### src/rtl/core_pkg.sv
// Shared core definitions: NOP encoding, major opcodes, ALU operation
// selectors and the fetch-queue entry type used between IF and ID.
package core_pkg;

    localparam logic [31:0] NOP = 32'h0000_0013;

    localparam logic [6:0] OPC_LW     = 7'b000_0011;
    localparam logic [6:0] OPC_SW     = 7'b010_0011;
    localparam logic [6:0] OPC_BRANCH = 7'b110_0011;

    localparam logic [1:0] ALUOP_ADD   = 2'b00;
    localparam logic [1:0] ALUOP_SUB   = 2'b01;
    localparam logic [1:0] ALUOP_FUNCT = 2'b10;

    typedef struct packed {
        logic [31:0] ir;
        logic [31:0] pc;
    } ifq_entry_t;

endpackage

### src/rtl/if_queue.sv
// Synchronous instruction FIFO between fetch and decode. Flush wins over
// push/pop; a push is accepted when full only if a pop frees the slot in the
// same cycle. DEPTH must be a power of two.
module if_queue
    import core_pkg::*;
#(
    parameter int DEPTH = 4
) (
    input  logic                     clk,
    input  logic                     reset,
    input  logic                     push,
    input  ifq_entry_t               push_data,
    input  logic                     pop,
    input  logic                     flush,
    output ifq_entry_t               head,
    output logic                     full,
    output logic                     empty,
    output logic [$clog2(DEPTH):0]   count
);

    localparam int AW = $clog2(DEPTH);

    ifq_entry_t      mem [DEPTH];
    logic [AW-1:0]   wr_ptr;
    logic [AW-1:0]   rd_ptr;
    logic [AW:0]     cnt;
    logic            do_push;
    logic            do_pop;

    assign empty   = (cnt == '0);
    assign full    = (cnt == (AW+1)'(DEPTH));
    assign count   = cnt;
    assign head    = mem[rd_ptr];
    assign do_pop  = pop && !empty;
    assign do_push = push && (!full || do_pop);

    // Pointer and occupancy bookkeeping; flush empties the queue outright.
    always_ff @(posedge clk or posedge reset) begin
        if (reset) begin
            wr_ptr <= '0;
            rd_ptr <= '0;
            cnt    <= '0;
        end else if (flush) begin
            wr_ptr <= '0;
            rd_ptr <= '0;
            cnt    <= '0;
        end else begin
            if (do_push) wr_ptr <= wr_ptr + 1'b1;
            if (do_pop)  rd_ptr <= rd_ptr + 1'b1;
            case ({do_push, do_pop})
                2'b10:   cnt <= cnt + 1'b1;
                2'b01:   cnt <= cnt - 1'b1;
                default: cnt <= cnt;
            endcase
        end
    end

    // Entry storage; contents are don't-care until written, so no reset.
    always_ff @(posedge clk) begin
        if (do_push && !flush) mem[wr_ptr] <= push_data;
    end

endmodule

### src/rtl/if_stage.sv
// Instruction fetch stage. Issues sequential word fetches under a credit
// rule (queued + in-flight < QDEPTH), tags in-order responses with their PC,
// queues them for ID and handles redirects by flushing the queue and
// discarding responses to requests issued before the redirect.
// Optional macro IF_STAGE_PERF_CNT_EN adds the fetch_count port/counter.
module if_stage
    import core_pkg::*;
#(
    parameter logic [31:0] RESET_PC = 32'h0000_0000,
    parameter int          QDEPTH   = 4
) (
    input  logic        clk,
    input  logic        reset,
    output logic        imem_req_valid,
    input  logic        imem_req_ready,
    output logic [31:0] imem_req_addr,
    input  logic        imem_rsp_valid,
    input  logic [31:0] imem_rsp_data,
    input  logic        redirect_valid,
    input  logic [31:0] redirect_pc,
    output logic        id_valid,
    input  logic        id_ready,
    output logic [31:0] id_ir,
    output logic [31:0] id_pc
`ifdef IF_STAGE_PERF_CNT_EN
    ,
    output logic [31:0] fetch_count
`endif
);

    localparam int CW = $clog2(QDEPTH) + 1;

    logic [31:0]   fetch_pc;
    logic [CW-1:0] outstanding;
    logic [CW-1:0] drop_cnt;
    logic [CW-1:0] outstanding_nxt;
    logic [CW-1:0] drop_cnt_nxt;
    logic [CW-1:0] q_count;
    logic [CW:0]   credit_used;
    logic          req_fire;
    logic          rsp_live;
    logic          rsp_drop;
    logic          q_push;
    logic          q_pop;
    logic          q_full;
    logic          q_empty;
    ifq_entry_t    q_in;
    ifq_entry_t    q_head;
    logic          unused_redirect_lsb;

    assign unused_redirect_lsb = ^redirect_pc[1:0];

    // Stale (to-be-dropped) requests still occupy credit until they return.
    assign credit_used    = (CW+1)'(q_count) + (CW+1)'(outstanding) + (CW+1)'(drop_cnt);
    assign imem_req_valid = !reset && (credit_used < (CW+1)'(QDEPTH));
    assign imem_req_addr  = {fetch_pc[31:2], 2'b00};
    assign req_fire       = imem_req_valid && imem_req_ready;

    assign rsp_drop = imem_rsp_valid && (drop_cnt != '0);
    assign rsp_live = imem_rsp_valid && (drop_cnt == '0) && (outstanding != '0);

    // Live requests are consecutive words ending just below fetch_pc, so the
    // oldest one sits outstanding words back.
    assign q_in.ir = imem_rsp_data;
    assign q_in.pc = fetch_pc - (32'(outstanding) << 2);
    assign q_push  = rsp_live && !redirect_valid;
    assign q_pop   = id_ready && !redirect_valid;

    if_queue #(
        .DEPTH (QDEPTH)
    ) u_queue (
        .clk       (clk),
        .reset     (reset),
        .push      (q_push),
        .push_data (q_in),
        .pop       (q_pop),
        .flush     (redirect_valid),
        .head      (q_head),
        .full      (q_full),
        .empty     (q_empty),
        .count     (q_count)
    );

    assign id_valid = !q_empty;
    assign id_ir    = q_empty ? NOP   : q_head.ir;
    assign id_pc    = q_empty ? 32'h0 : q_head.pc;

    // On redirect everything still in flight (including this cycle's new
    // request, minus this cycle's response) becomes stale.
    always_comb begin
        outstanding_nxt = outstanding;
        drop_cnt_nxt    = drop_cnt;
        if (redirect_valid) begin
            drop_cnt_nxt    = drop_cnt + outstanding + CW'(req_fire)
                              - CW'(rsp_live || rsp_drop);
            outstanding_nxt = '0;
        end else begin
            outstanding_nxt = outstanding + CW'(req_fire) - CW'(rsp_live);
            drop_cnt_nxt    = drop_cnt - CW'(rsp_drop);
        end
    end

    // Fetch PC and in-flight counters.
    always_ff @(posedge clk or posedge reset) begin
        if (reset) begin
            fetch_pc    <= RESET_PC;
            outstanding <= '0;
            drop_cnt    <= '0;
        end else begin
            outstanding <= outstanding_nxt;
            drop_cnt    <= drop_cnt_nxt;
            if (redirect_valid)
                fetch_pc <= {redirect_pc[31:2], 2'b00};
            else if (req_fire)
                fetch_pc <= fetch_pc + 32'd4;
        end
    end

`ifdef IF_STAGE_PERF_CNT_EN
    // Counts instructions actually delivered to the queue.
    always_ff @(posedge clk or posedge reset) begin
        if (reset)
            fetch_count <= '0;
        else if (q_push)
            fetch_count <= fetch_count + 32'd1;
    end
`endif

    a_no_stray_rsp: assert property (@(posedge clk) disable iff (reset)
        !(imem_rsp_valid && (outstanding == '0) && (drop_cnt == '0)));

    a_no_overflow: assert property (@(posedge clk) disable iff (reset)
        !(q_push && q_full && !q_pop));

endmodule

### config.mk
export PLATFORM = sky130hd
export DESIGN_NAME = if_stage
export DESIGN_NICKNAME = d
export VERILOG_FILES = /design/src/rtl/core_pkg.sv /design/src/rtl/if_queue.sv /design/src/rtl/if_stage.sv
export SDC_FILE = /design/constraint.sdc
export NUM_CORES = 1
export LEC_CHECK = 0
export CAP_MARGIN = 40
export CORE_ASPECT_RATIO = 1.25
export CORE_MARGIN = 8
export CORE_UTILIZATION = 35
export DETAILED_ROUTE_END_ITERATION = 7
export GPL_TIMING_DRIVEN = 0
export PLACE_DENSITY = 0.52
export SLEW_MARGIN = 0
export SYNTH_ARGS = -nofsm -noshare
export SYNTH_HDL_FRONTEND = slang
export SYNTH_SLANG_ARGS = --single-unit
### constraint.sdc
create_clock -name clk -period 4.45 [get_ports clk]
set_clock_uncertainty 0.2 [all_clocks]
set_input_delay 0.89 -clock clk [delete_from_list [all_inputs] [get_ports clk]]
set_output_delay 0.89 -clock clk [all_outputs]
set_load 0.03 [all_outputs]
==> results by group, run 1 <==
Synth
  – Top FF cell, synth: sky130_fd_sc_hd__edfxtp_1
  – Fraction of the mapped netlist area in adder cells: 2.78%
  – Xor and xnor fraction of the mapped netlist area: under 10%
  – Area of the mapped netlist: around 0.013 mm2
  – Number of library cell types mapped by synthesis: approximately 50
  – Synthesized-area fraction occupied by and/or/nand/nor cells: about 11%
  – Largest family of logic cells by synthesized area: simple AND/OR/NAND/NOR gates
  – Register bit total from synthesis: a little under 300
  – Number of synthesized flops with an enable pin: roughly 250
  – Gate count of the mapped netlist: around 840
  – Synth warn: 0
  – Share of flip-flops with an asynchronous set or reset after synthesis: between 10 and 15%
  – Sequential area share after synthesis: 65.8%
  – Area fraction in compound gates after synthesis: under 10%
  – Average cell area after synthesis: between 15 and 20 um2
  – Share of synthesized area spent on multiplexers: between 10 and 15%

Floorplan
  – Initial Util: 35.2%
  – Count of boundary I/O pins: about 170
  – Total core area: between 0.03 and 0.04 mm2
  – Die Area: 0.0435 mm2
  – Height of the die: roughly 230 um
  – Number of standard-cell rows in the floorplan: 79
  – Die W: 188 um

Placement
  – Final Wtd Congestion: roughly 0.78
  – Buffers on Ports: 160
  – HPWL after detailed placement: between 20 and 25 mm

Drt
  – Number of routed nets with antenna violations: 0
  – Wirelength per Cell: just over 20 um
  – Number of vias in the routed layout: 7781
  – Total routed wirelength: around 32 mm
  – DRC marker count from the first detailed-route iteration: ~360
  – DRC errors left: 0
  – Detail-routed via count per cell: about 5
  – First drt pass iteration count: 5

Timing
  – Slew at the pin with the worst max-slew slack: around 0.9 ns
  – Time the worst path needs with I/O delays and setup: ~4.3 ns
  – Final setup viols: 0
  – Max Clock Freq: between 200 and 250 MHz
  – Final period util: a little over nine tenths
  – Unrepaired setup endpoints after global routing: yes
  – Max Transition Viols Final: 0
  – Max_slew headroom: slightly above 40%
  – Final count of hold timing violations: 0
  – Worst-case hold slack: 0.351 ns

Finish
  – Nets@finish: between 1000 and 1500
  – Number of antenna repair diodes: 0
  – P&R area growth vs syn: 27.0%
  – Layout cell share with drive strength beyond 1: 14.6%

Clocking
  – Skew-Pair Late Insertion Delay: 0.56 ns
  – Depth of the CTS H-tree: 1
  – Clock tree from TritonCTS: done
  – Number of sinks driven by the clock tree: 291
  – Buffer levels on the longest clock path: 3
  – Hold-fix buffer count after cts: 0
  – TritonCTS buffer count: 30
  – Cell chosen for the clock root: sky130_fd_sc_hd__clkbuf_16
  – Clock transition at the registers of the reported paths: about 0.060 ns

GRT
  – Leftover overflow at the end of global routing: 0
  – Largest net degree at the start of global routing: 49
  – Vias in the first global route: between 8000 and 9000
  – Global router's overall resource usage: between 10 and 15%
  – Number of antenna violations at the first check in global routing: 0
  – Global-route wire length before repair: around 50 mm

Power
  – Overall power of the completed layout: about 8.6 mW
  – Pwr/cell area: 520 mW/mm2
  – Maximum VDD drop: between 0.0002 and 0.0003 V
  – LEAKAGE: 5.46 nW

Setup path
  – Required time at the endpoint of the critical path: ~3.4 ns
  – CP Max Fanout: 10
  – Data arrival at the endpoint of the critical path: roughly 3.2 ns
  – Kind of start point of the critical path: flip-flop
  – CP Capture Type: output pin
  – Classification of the worst setup path: reg2out

Run status
  – Result of the run: complete, no violations

Flow run
  – Number of max-capacitance violations reported: 0

Min path
  – Worst hold-check path type: reg2reg
routing by layer:
metal,global-route usage (%),wire (um),up-vias
met5,0,0,-
met4,4.39,688,0
met3,3.20,1730,49
met2,25.8,16100,209
met1,17.7,13600,3919
li1,-,-,3604
final timing paths:
path / start / to / slack [ns] / cells past startpoint
setup / recovery: outstanding[1] / imem_req_valid / 0.19 / 8
hold / removal: u_queue.wr_ptr[0] / u_queue.wr_ptr[0] / 0.35 / 1
setup reg to reg: outstanding[1] / outstanding[2] / 0.28 / 15
hold reg to reg: u_queue.wr_ptr[0] / u_queue.wr_ptr[0] / 0.35 / 1
max in group asynchronous: reset / outstanding[1] / 2.96 / 3
min in group asynchronous: reset / fetch_pc[20] / 0.57 / 2
final cells by class:
| class | count | area (um2) |
|---|---|---|
| Buffer | 57 | 251 |
| Multi-Input combinational cell | 460 | 4100 |
| Sequential cell | 291 | 8520 |
| Tap cell | 486 | 608 |
| Fill cell | 3290 | 20400 |
| Clock inverter | 15 | 235 |
| Inverter | 32 | 124 |
| Clock buffer | 41 | 843 |
| Timing Repair Buffer | 170 | 1770 |
report_power, final:
| group | switching (mW) | internal (mW) | total [mW] |
|---|---|---|---|
| Clock | 1.04 | 1.67 | 2.71 |
| Sequential | 0.114 | 3.10 | 3.21 |
| Combinational | 1.50 | 1.14 | 2.64 |
| Total | 2.65 | 5.91 | 8.56 |
sequential cells by signal, indices dropped and copies added (netlist names):
name	count
u_queue.count	3
u_queue.rd_ptr	2
u_queue.wr_ptr	2
fetch_pc	30
u_queue.mem	248
outstanding	3
drop_cnt	3
per-stage QoR:
stage,TNS [ns],worst slack (ns),cells,utilization [%],cell area (um2)
2_1_floorplan,0,0.364,841,-,13000
3_3_place_gp,-440.08,-1.81,1487,41.2,15200
3_5_place_dp,-0.0938,-0.0938,1494,41.6,15300
4_1_cts,0,0.0246,1553,44.7,16500
5_1_grt,-0.0473,-0.0438,1552,44.6,16500
6_report,0,0.193,1552,44.6,16500
cells in the mapped netlist, types with 5 or more instances:
library cell / instances / area [um2]
sky130_fd_sc_hd__a21oi_1: 6 / 30.0
sky130_fd_sc_hd__a31oi_1: 8 / 50.1
sky130_fd_sc_hd__and2_1: 64 / 400
sky130_fd_sc_hd__and4_1: 5 / 43.8
sky130_fd_sc_hd__buf_2: 8 / 40.0
sky130_fd_sc_hd__clkbuf_1: 44 / 165
sky130_fd_sc_hd__dfrtp_1: 43 / 1080
sky130_fd_sc_hd__edfxtp_1: 248 / 7450
sky130_fd_sc_hd__fa_1: 8 / 160
sky130_fd_sc_hd__ha_1: 16 / 200
sky130_fd_sc_hd__inv_1: 32 / 120
sky130_fd_sc_hd__mux4_2: 62 / 1400
sky130_fd_sc_hd__nand2_1: 43 / 161
sky130_fd_sc_hd__nand3_1: 29 / 145
sky130_fd_sc_hd__nand4_1: 11 / 68.8
sky130_fd_sc_hd__nand4b_1: 5 / 43.8
sky130_fd_sc_hd__nor2_1: 34 / 128
sky130_fd_sc_hd__nor2b_1: 6 / 37.5
sky130_fd_sc_hd__nor3_1: 12 / 60.1
sky130_fd_sc_hd__nor4_1: 6 / 37.5
sky130_fd_sc_hd__o211ai_1: 10 / 75.1
sky130_fd_sc_hd__o21ai_0: 14 / 70.1
sky130_fd_sc_hd__o31ai_1: 8 / 60.1
sky130_fd_sc_hd__or2_2: 5 / 31.3
sky130_fd_sc_hd__or4_1: 25 / 188
sky130_fd_sc_hd__xnor2_1: 36 / 315
sky130_fd_sc_hd__xor2_1: 6 / 52.6
critical path, stage by stage (launching register included):
cell	delay [ns]
sky130_fd_sc_hd__dfrtp_2	0.45
sky130_fd_sc_hd__inv_1	0.13
sky130_fd_sc_hd__fa_1	0.47
sky130_fd_sc_hd__or2_2	0.31
sky130_fd_sc_hd__fa_1	0.41
sky130_fd_sc_hd__xnor2_2	0.18
sky130_fd_sc_hd__clkbuf_4	0.22
sky130_fd_sc_hd__nor3b_1	0.19
sky130_fd_sc_hd__buf_2	0.23
timing repair:
item,CTS,global route
endpoints found under the hold margin,0,0
gates resized for setup,11,8
gates cloned,0,0
endpoints found under the setup margin,5,42
setup buffers,3,0
logic make-up after synthesis:
| family | count (synthesis) |
|---|---|
| compound gates | 59 |
| xor+xnor | 42 |
| fa+ha+maj | 24 |
| buf+inv | 90 |
| flops | 291 |
| mux | 68 |
| other cells | 1 |
| simple gates | 263 |
cells in the final DEF (no fill, tap or decap), types with 5 or more instances in the layout:
cell type and count:
sky130_fd_sc_hd__and2_1 60, sky130_fd_sc_hd__xnor2_1 35, sky130_fd_sc_hd__nor2b_1 6, sky130_fd_sc_hd__nand2_1 43
sky130_fd_sc_hd__a31oi_1 8, sky130_fd_sc_hd__clkbuf_2 7, sky130_fd_sc_hd__nand3_1 29, sky130_fd_sc_hd__nand4b_1 5
sky130_fd_sc_hd__clkbuf_1 44, sky130_fd_sc_hd__xor2_1 6, sky130_fd_sc_hd__or2_2 5, sky130_fd_sc_hd__ha_1 16
sky130_fd_sc_hd__clkdlybuf4s50_1 159, sky130_fd_sc_hd__inv_1 30, sky130_fd_sc_hd__buf_4 6, sky130_fd_sc_hd__o21ai_0 14
sky130_fd_sc_hd__o31ai_1 8, sky130_fd_sc_hd__nor3_1 12, sky130_fd_sc_hd__and4_1 5, sky130_fd_sc_hd__edfxtp_1 248
sky130_fd_sc_hd__nand4_1 11, sky130_fd_sc_hd__clkbuf_16 31, sky130_fd_sc_hd__nor2_1 34, sky130_fd_sc_hd__nor4_1 6
sky130_fd_sc_hd__a21oi_1 6, sky130_fd_sc_hd__mux4_2 62, sky130_fd_sc_hd__or4_1 25, sky130_fd_sc_hd__o211ai_1 10
sky130_fd_sc_hd__dfrtp_1 42, sky130_fd_sc_hd__bufinv_16 6, sky130_fd_sc_hd__buf_2 10, sky130_fd_sc_hd__fa_1 8
(Power assumes the default switching activity.)
==> run 2, diff against run 1 <==
--- a/config.mk
+++ b/config.mk
@@ -9,6 +9,7 @@
 export CORE_ASPECT_RATIO = 1.25
 export CORE_MARGIN = 8
 export CORE_UTILIZATION = 35
+export CTS_CLUSTER_SIZE = 25
 export DETAILED_ROUTE_END_ITERATION = 7
 export GPL_TIMING_DRIVEN = 0
 export PLACE_DENSITY = 0.52
==> results of run 2 <==
The final DEF is identical to that of run 1; final timing and power are the same.
==> run 3, diff against run 2 <==
--- a/config.mk
+++ b/config.mk
@@ -5,6 +5,7 @@
 export SDC_FILE = /design/constraint.sdc
 export NUM_CORES = 1
 export LEC_CHECK = 0
+export ABC_AREA = 0
 export CAP_MARGIN = 40
 export CORE_ASPECT_RATIO = 1.25
 export CORE_MARGIN = 8
==> results of run 3 <==
The final DEF is identical to that of run 1; final timing and power are the same.
